[config.mk]
export PLATFORM = sky130hd
export DESIGN_NAME = enc4to2_reg_flat
export DESIGN_NICKNAME = d
export VERILOG_FILES = /design/src/rtl/enc4to2_if.sv /design/src/rtl/enc4to2_reg.sv /design/src/flat_wrapper.sv
export SDC_FILE = /design/constraint.sdc
export NUM_CORES = 1
export LEC_CHECK = 0
export CORE_AREA = 2 2 39 41
export DETAILED_ROUTE_END_ITERATION = 7
export DIE_AREA = 0 0 41 43
export MAX_ROUTING_LAYER = met4
export PLACE_DENSITY_LB_ADDON = 0.08
export SYNTH_ARGS = -nofsm -noshare
export SYNTH_HDL_FRONTEND = slang
export SYNTH_SLANG_ARGS = --single-unit
[constraint.sdc]
create_clock -name clk -period 1.8 [get_ports clk]
set_input_delay 0.27 -clock clk [delete_from_list [all_inputs] [get_ports clk]]
set_output_delay 0.27 -clock clk [all_outputs]
set_load 0.02 [all_outputs]
[src/rtl/enc4to2_if.sv]
// ---------------------------------------------------------------------------
// enc4to2_if
// Bundles the two valid/ready channels of the registered 4:2 encoder.
//
// Input side  : d[0:3], d_valid, d_ready
// Output side : a, b, multi, none, out_valid, out_ready
// err_cnt     : present only when ENC_ERR_CNT_EN is defined
//
// Modports
//   slave  - the encoder (consumes d, produces the code)
//   master - the environment (drives d and out_ready, observes results)
//
// Configuration macro: ENC_ERR_CNT_EN
// ---------------------------------------------------------------------------
interface enc4to2_if #(
    parameter int unsigned CNT_W = 8
);
    logic [0:3]       d;
    logic             d_valid;
    logic             d_ready;
    logic             a;
    logic             b;
    logic             out_valid;
    logic             out_ready;
    logic             multi;
    logic             none;
`ifdef ENC_ERR_CNT_EN
    logic [CNT_W-1:0] err_cnt;
`endif

    // A zero-width counter is meaningless.
    if (CNT_W < 1) begin : g_cnt_w_chk
        $error("enc4to2_if: CNT_W must be at least 1");
    end

`ifdef ENC_ERR_CNT_EN
    modport slave (
        input  d, d_valid, out_ready,
        output d_ready, a, b, out_valid, multi, none, err_cnt
    );
    modport master (
        output d, d_valid, out_ready,
        input  d_ready, a, b, out_valid, multi, none, err_cnt
    );
`else
    modport slave (
        input  d, d_valid, out_ready,
        output d_ready, a, b, out_valid, multi, none
    );
    modport master (
        output d, d_valid, out_ready,
        input  d_ready, a, b, out_valid, multi, none
    );
`endif
endinterface

[src/rtl/enc4to2_reg.sv]
// ---------------------------------------------------------------------------
// enc4to2_reg
// Registered 4:2 priority encoder with a one-entry output buffer. The highest
// set line wins, and inputs that are not one-hot are flagged. It is the
// inverse of the 2:4 decoder.
//
// Ports
//   clk      in  clock, rising edge
//   rst      in  asynchronous, active-high reset; drops any held result
//   enc_if   slave modport of enc4to2_if:
//              d[0:3], d_valid -> d_ready      (input channel)
//              a, b, multi, none, out_valid <- out_ready (output channel)
//              err_cnt (ENC_ERR_CNT_EN only)
//
// Parameter
//   CNT_W    width of the saturating error counter (ENC_ERR_CNT_EN only)
//
// Configuration macro: ENC_ERR_CNT_EN
//   Defined     - err_cnt counts accepts with multi or none set. It saturates
//                 and does not wrap.
//   Not defined - there is no counter and no err_cnt signal.
// ---------------------------------------------------------------------------
module enc4to2_reg #(
    parameter int unsigned CNT_W = 8
) (
    input  logic      clk,
    input  logic      rst,
    enc4to2_if.slave  enc_if
);
    typedef enum logic {EMPTY = 1'b0, FULL = 1'b1} state_e;

    typedef struct packed {
        logic a;
        logic b;
        logic multi;
        logic none;
    } res_t;

    state_e state_q, state_d;
    res_t   res_q, res_d;
    res_t   enc;
    logic   load;

    if (CNT_W < 1) begin : g_cnt_w_chk
        $error("enc4to2_reg: CNT_W must be at least 1");
    end

    // Combinational encode of the presented line vector.
    always_comb begin
        logic [2:0] pop;
        enc = '0;
        pop = 3'(enc_if.d[0]) + 3'(enc_if.d[1]) + 3'(enc_if.d[2]) + 3'(enc_if.d[3]);
        if (enc_if.d[3])      {enc.a, enc.b} = 2'b11;
        else if (enc_if.d[2]) {enc.a, enc.b} = 2'b10;
        else if (enc_if.d[1]) {enc.a, enc.b} = 2'b01;
        else                  {enc.a, enc.b} = 2'b00;   // d[0] or all zero
        enc.multi = (pop >= 3'd2);
        enc.none  = (pop == 3'd0);
    end

    // Next state and handshake. d_ready depends only on state and
    // out_ready, so it has no path from d_valid.
    always_comb begin
        state_d        = state_q;
        enc_if.d_ready = 1'b0;
        load           = 1'b0;
        unique case (state_q)
            EMPTY: begin
                enc_if.d_ready = 1'b1;
                if (enc_if.d_valid) begin
                    load    = 1'b1;
                    state_d = FULL;
                end
            end
            FULL: begin
                enc_if.d_ready = enc_if.out_ready;
                if (enc_if.out_ready) begin
                    // Back-to-back refill avoids a bubble.
                    load    = enc_if.d_valid;
                    state_d = enc_if.d_valid ? FULL : EMPTY;
                end
            end
            default: state_d = EMPTY;
        endcase
        res_d = load ? enc : res_q;
    end

    always_ff @(posedge clk or posedge rst) begin
        if (rst) begin
            state_q <= EMPTY;
            res_q   <= '0;
        end else begin
            state_q <= state_d;
            res_q   <= res_d;
        end
    end

    assign enc_if.out_valid = (state_q == FULL);
    assign enc_if.a         = res_q.a;
    assign enc_if.b         = res_q.b;
    assign enc_if.multi     = res_q.multi;
    assign enc_if.none      = res_q.none;

`ifdef ENC_ERR_CNT_EN
    logic [CNT_W-1:0] err_cnt_q, err_cnt_d;

    always_comb begin
        err_cnt_d = err_cnt_q;
        if (load && (enc.multi || enc.none) && (err_cnt_q != {CNT_W{1'b1}}))
            err_cnt_d = err_cnt_q + 1'b1;
    end

    always_ff @(posedge clk or posedge rst) begin
        if (rst) err_cnt_q <= '0;
        else     err_cnt_q <= err_cnt_d;
    end

    assign enc_if.err_cnt = err_cnt_q;
`endif
endmodule

[src/flat_wrapper.sv]
// flat-port wrapper written by rule: the top's interface ports become plain ports
module enc4to2_reg_flat 
#(
    parameter int unsigned CNT_W = 8
)
  (clk, rst, enc_if_d, enc_if_d_valid, enc_if_out_ready, enc_if_d_ready, enc_if_a, enc_if_b, enc_if_out_valid, enc_if_multi, enc_if_none);
  enc4to2_if #(.CNT_W(CNT_W)) enc_if_i ();
  input  logic clk;
  input  logic rst;
  input wire logic [$bits(enc_if_i.d)-1:0] enc_if_d;
  input wire logic [$bits(enc_if_i.d_valid)-1:0] enc_if_d_valid;
  input wire logic [$bits(enc_if_i.out_ready)-1:0] enc_if_out_ready;
  output wire logic [$bits(enc_if_i.d_ready)-1:0] enc_if_d_ready;
  output wire logic [$bits(enc_if_i.a)-1:0] enc_if_a;
  output wire logic [$bits(enc_if_i.b)-1:0] enc_if_b;
  output wire logic [$bits(enc_if_i.out_valid)-1:0] enc_if_out_valid;
  output wire logic [$bits(enc_if_i.multi)-1:0] enc_if_multi;
  output wire logic [$bits(enc_if_i.none)-1:0] enc_if_none;
  assign enc_if_i.d = enc_if_d;
  assign enc_if_i.d_valid = enc_if_d_valid;
  assign enc_if_i.out_ready = enc_if_out_ready;
  assign enc_if_d_ready = enc_if_i.d_ready;
  assign enc_if_a = enc_if_i.a;
  assign enc_if_b = enc_if_i.b;
  assign enc_if_out_valid = enc_if_i.out_valid;
  assign enc_if_multi = enc_if_i.multi;
  assign enc_if_none = enc_if_i.none;
  enc4to2_reg #(.CNT_W(CNT_W)) u_core (.clk(clk), .rst(rst), .enc_if(enc_if_i));
endmodule
Yosys cells after proc, flatten, opt, wreduce, memory -nomap -nowiden
Index checks and enable logic that the tools add are counted.
{ "op_classes": {"reduce_logical": 1, "n_mux": 9, "n_lt_le_gt_ge": 1, "add_sub_neg": 3, "n_bitwise": 1} }
{ "op_table": {"columns": ["operator", "n"], "rows": [
  ["adder 3 x 1 -> 3 bit", 2],
  ["case mux 1 bit (2 select lines)", 3],
  ["2-to-1 mux 1 bit", 4],
  ["2-to-1 mux 2 bit", 2],
  ["greater-or-equal comparator 3 x 2 -> 1 bit (second input constant)", 1],
  ["logical NOT 3 bit", 1],
  ["adder 1 x 1 -> 2 bit", 1],
  ["inverter 1 bit", 1]
]} }
{ "word_totals": {"output_inout_bits": 6, "wordCells": 20, "ff_bits": 5} }

Longest topological paths before layout
{ "logic_depth": {"ltp_word": 4, "mapped_depth": 5} }

Worst setup path after synthesis
OpenSTA, ideal clock, no wires.
{ "synth_path": {"path_kind": "input port to flip-flop", "startpoint": "in enc_if_d[2]", "endpoint": "reg u_core.res_q (netlist bit u_core.enc_if.none)", "setup_slack_ns": 0.192, "t_arrival_ns": 1.483, "path_stages": 5, "n_path_buf": 0, "required_ns": 1.675, "cell_sequence": "ha_1 fa_1 ha_1 nor3_1 mux2_4"} }
{ "synth_between": {"elab_chain_cells": 4} }
{ "synth_lines": {"columns": ["element", "line", "rtl"], "rows": [
  ["start, declared", "flat_wrapper.sv:10", "input wire logic [$bits(enc_if_i.d)-1:0] enc_if_d;"],
  ["adder 1 x 1 -> 2 bit", "enc4to2_reg.sv:52", "pop = 3'(enc_if.d[0]) + 3'(enc_if.d[1]) + 3'(enc_if.d[2]) + 3'(enc_if.d[3]);"],
  ["adder 3 x 1 -> 3 bit (2 in series)", "enc4to2_reg.sv:52", null],
  ["logical NOT 3 bit", "enc4to2_reg.sv:58", "enc.none = (pop == 3'd0);"],
  ["end signal, assigned", "enc4to2_reg.sv:94", "res_q <= res_d;"],
  ["end, declared", "enc4to2_reg.sv:40", "res_t res_q, res_d;"]
]} }
Every way passes these cells.
A chain may end at the register's enable or synchronous reset.

Worst setup path after layout
{ "layout_path": {"startpoint": "in enc_if_d[3]", "endpoint": "reg u_core.res_q (netlist bit u_core.enc_if.none)"} }
Same word-level chain as after synthesis.

==> load_flow_metrics.sql <==
INSERT INTO impl_metrics (metric_group, metric, value, unit) VALUES
('global_routing', 'grt_pass1_vias', '260', ''),
('finish', 'design.final.nets', '59', ''),
('worst_setup_path', 'worstPathMaxFanout', '2', ''),
('yosys', 'synth_nets', '38', ''),
('timing', 'post-route-min-period', '1.76', 'ns'),
('yosys', 'mappedNetlistArea', '287', 'µm²'),
('finish', 'multi_input_gate_area', '161', 'µm²'),
('worst_setup_path', 'regToRegStartpoint', 'u_core.enc_if.out_valid', ''),
('flow_run', 'cap_violations', '0', ''),
('yosys', 'ys_ff_latch', '5', ''),
('worst_setup_path', 'crit_chain', 'clkdlybuf4s50_1, ha_4, fa_2, ha_1, nor3_1, mux2_4', ''),
('timing', 'report.final.hold_viol_count', '0', ''),
('yosys', 'synth-compound-area-share', '0.122', ''),
('outcome', 'run_status', 'completed', ''),
('yosys', 'synth_fa_ha_area_frac', '0.201', ''),
('detailed_routing', 'detailroute.via_count', '252', ''),
('worst_setup_path', 'r2r_setup_slack', '0.63', 'ns'),
('finish', 'layout_cells_sized_above_1', '0.239', ''),
('yosys', 'postSynthCellCount', '26', ''),
('die', 'count_of_standard_cell_rows', '14', ''),
('cts', 'cts_tree', 'built', ''),
('finish', 'post-route-cell-area', '499', 'µm²'),
('timing', 'grt_setup_unrepaired', 'no', ''),
('cts', 'cts.sink_count', '5', ''),
('placement', 'dp.final_hpwl', '490', 'µm'),
('timing', 'finalWorstSetupSlack', '0.0422', 'ns'),
('timing', 'tightest_slew', '0.212', 'ns'),
('detailed_routing', 'drt-initial-drc-count', '2', ''),
('yosys', 'synth_area_leader_cell', 'sky130_fd_sc_hd__dfrtp_1', ''),
('die', 'placeableCoreArea', '1380', 'µm²'),
('detailed_routing', 'average_vias_per_placed_instance', '4.06', ''),
('global_routing', 'pin_count_of_the_biggest_net_entering_global_routing', '6', ''),
('yosys', 'synth-warning-count', '0', ''),
('power', 'total_leakage_power', '0.000225', 'µW'),
('yosys', 'synth-seq-area-share', '0.437', ''),
('die', 'die-height', '43', 'µm'),
('worst_setup_path', 'required', '1.92', 'ns'),
('cts', 'clock_insertion_delay_worst_skew', '0.24', 'ns'),
('detailed_routing', 'drt-wirelength-per-cell', '9.61', 'µm'),
('cts', 'htreeDepth', '1', ''),
('timing', 'achievable-frequency', '569', 'MHz'),
('timing', 'timing.slew.headroom', '0.858', ''),
('worst_setup_path', 'crit_path_max_incr_delay', '0.50', 'ns'),
('detailed_routing', 'remaining_drc_errors', '0', ''),
('power', 'pwr_density_cell', '793', 'nW/µm²'),
('cts', 'clock_path_buffers', '2', ''),
('min_path', 'worst_hold_path_type', 'primary input to async pin', ''),
('worst_setup_path', 'r2r.worst_path.cells', '4', ''),
('yosys', 'synth_top_family_by_area', 'adder cells', ''),
('global_routing', 'gr_usage_total', '0.0909', ''),
('yosys', 'portion_of_netlist_area_occupied_by_mux_cells', '0.0524', ''),
('yosys', 'synth_cell_type_count', '11', ''),
('timing', 'finClkSkew', '0.00499', 'ns'),
('global_routing', 'number_of_antenna_violations_at_the_first_check_in_global_routing', '0', ''),
('die', 'dieWidth', '41', 'µm'),
('detailed_routing', 'drt-total-wl', '596', 'µm'),
('worst_setup_path', 'endpoint_of_the_most_critical_register_to_register_path', 'u_core.enc_if.none', ''),
('placement', 'dpl_cell_area', '459', 'µm²'),
('die', 'pin_count', '14', ''),
('yosys', 'netlist.area_leader.share', '0.437', ''),
('worst_setup_path', 'cp-start-kind', 'primary input', ''),
('global_routing', 'grt_first_pass_wirelength', '979', 'µm'),
('timing', 'final.period_utilization', '0.977', ''),
('yosys', 'post_synth_and_or_nand_nor_area_fraction', '0.135', ''),
('yosys', 'avgSynthCellArea', '11.0', 'µm²'),
('detailed_routing', 'drt_pass1_iterations', '2', ''),
('placement', 'gp_routability_congestion', '0.646', ''),
('yosys', 'synth.area.top_cells', 'sky130_fd_sc_hd__dfrtp_1 44%, sky130_fd_sc_hd__ha_1 13%, sky130_fd_sc_hd__a21oi_1 12%', ''),
('finish', 'n_antenna_cell', '0', ''),
('placement', 'dp_slack', '-0.329', 'ns'),
('worst_setup_path', 'critPathSlowestCell', 'sky130_fd_sc_hd__clkdlybuf4s50_1', '');
==> cell families after synthesis <==
kind of cell	after synthesis
adders and majority gates	4
DFF	5
buffers and inverters	4
muxes	1
and+or+nand+nor	5
AOI/OAI and AO/OA	7
==> flip-flops by register name, indices dropped and copies added, names as in the netlist <==
name,count
u_core.enc_if.b,1
u_core.enc_if.multi,1
u_core.enc_if.out_valid,1
u_core.enc_if.a,1
u_core.enc_if.none,1
==> per-stage QoR <==
step,power [µW],hold WS (ns),setup TNS [ns],util,std cells
final,396,0.229,0,0.361,62
after global routing,424,0.253,0,0.361,62
after CTS,404,0.230,0,0.352,62
after detailed placement,268,0.485,-0.338,0.332,58
after global placement,266,0.486,-0.287,0.332,58
after floorplan,200,0.0485,0,-,26
==> worst max-delay path, delay by kind of cell <==
family,cells,cell delay (ns)
muxes,1,0.25
adders and majority gates,3,0.83
buffers and inverters,1,0.50
and+or+nand+nor,1,0.04
==> cells in the final DEF, fill, tap and decap left out <==
| master | netlist | final |
|---|---|---|
| sky130_fd_sc_hd__dfrtp_1 | 5 | 5 |
| sky130_fd_sc_hd__clkbuf_4 | 0 | 3 |
| sky130_fd_sc_hd__buf_4 | 0 | 3 |
| sky130_fd_sc_hd__mux2_4 | 1 | 1 |
| sky130_fd_sc_hd__ha_1 | 3 | 2 |
| sky130_fd_sc_hd__nand2b_4 | 1 | 1 |
| sky130_fd_sc_hd__nor2_1 | 1 | 1 |
| sky130_fd_sc_hd__a21oi_1 | 7 | 7 |
| sky130_fd_sc_hd__and2_4 | 1 | 1 |
| sky130_fd_sc_hd__fa_2 | 0 | 1 |
| sky130_fd_sc_hd__inv_1 | 4 | 4 |
| sky130_fd_sc_hd__dlygate4sd2_1 | 0 | 1 |
| sky130_fd_sc_hd__nor3_1 | 1 | 1 |
| sky130_fd_sc_hd__ha_4 | 0 | 1 |
| sky130_fd_sc_hd__clkbuf_1 | 0 | 1 |
| sky130_fd_sc_hd__or2b_1 | 1 | 1 |
| sky130_fd_sc_hd__clkdlybuf4s50_1 | 0 | 12 |
==> synth_stat cells <==
cell / count
sky130_fd_sc_hd__nor3_1: 1
sky130_fd_sc_hd__and2_4: 1
sky130_fd_sc_hd__mux2_4: 1
sky130_fd_sc_hd__inv_1: 4
sky130_fd_sc_hd__or2b_1: 1
sky130_fd_sc_hd__ha_1: 3
sky130_fd_sc_hd__nor2_1: 1
sky130_fd_sc_hd__fa_1: 1
sky130_fd_sc_hd__nand2b_4: 1
sky130_fd_sc_hd__a21oi_1: 7
sky130_fd_sc_hd__dfrtp_1: 5
==> per-layer routing <==
metal / global-route usage / share of wire / vias up
li1: - / - / 127
met1: 0.0782 / 0.39 / 112
met2: 0.134 / 0.53 / 13
met3: 0.0314 / 0.079 / 0
met4: 0.100 / 0 / 0
met5: - / 0 / -
==> power breakdown <==
| group | leakage (µW) | internal (µW) | switching (µW) |
|---|---|---|---|
| combinational | 0.000155 | 72.4 | 55.9 |
| sequential | 0.0000552 | 129 | 9.66 |
| clock | 0.0000150 | 83.8 | 45.4 |
| total | 0.000225 | 285 | 111 |
==> final cells by class <==
class                      count  area share
clock buffer                   4      0.0526
multi-input combinational     17       0.323
timing repair buffer          16       0.303
tap                           16      0.0401
sequential                     5       0.251
inverter                       4      0.0301
==> worst max path at each step <==
stage	endpoint	slack, ns	cells past startpoint
finish	u_core.enc_if.none	0.04	6
CTS	u_core.enc_if.none	0.02	6
detailed placement	u_core.enc_if.none	-0.33	6
global placement	u_core.enc_if.none	-0.29	6
global route	u_core.enc_if.none	0.008	6
floorplan	u_core.enc_if.none	0.19	5
==> what timing repair did <==
action,CTS,global route
setup buffers,0,0
gates resized for setup,2,1
endpoints found under the hold margin,0,0
pin swaps,1,1
endpoints found under the setup margin,1,1
(Power assumes the default switching activity.)
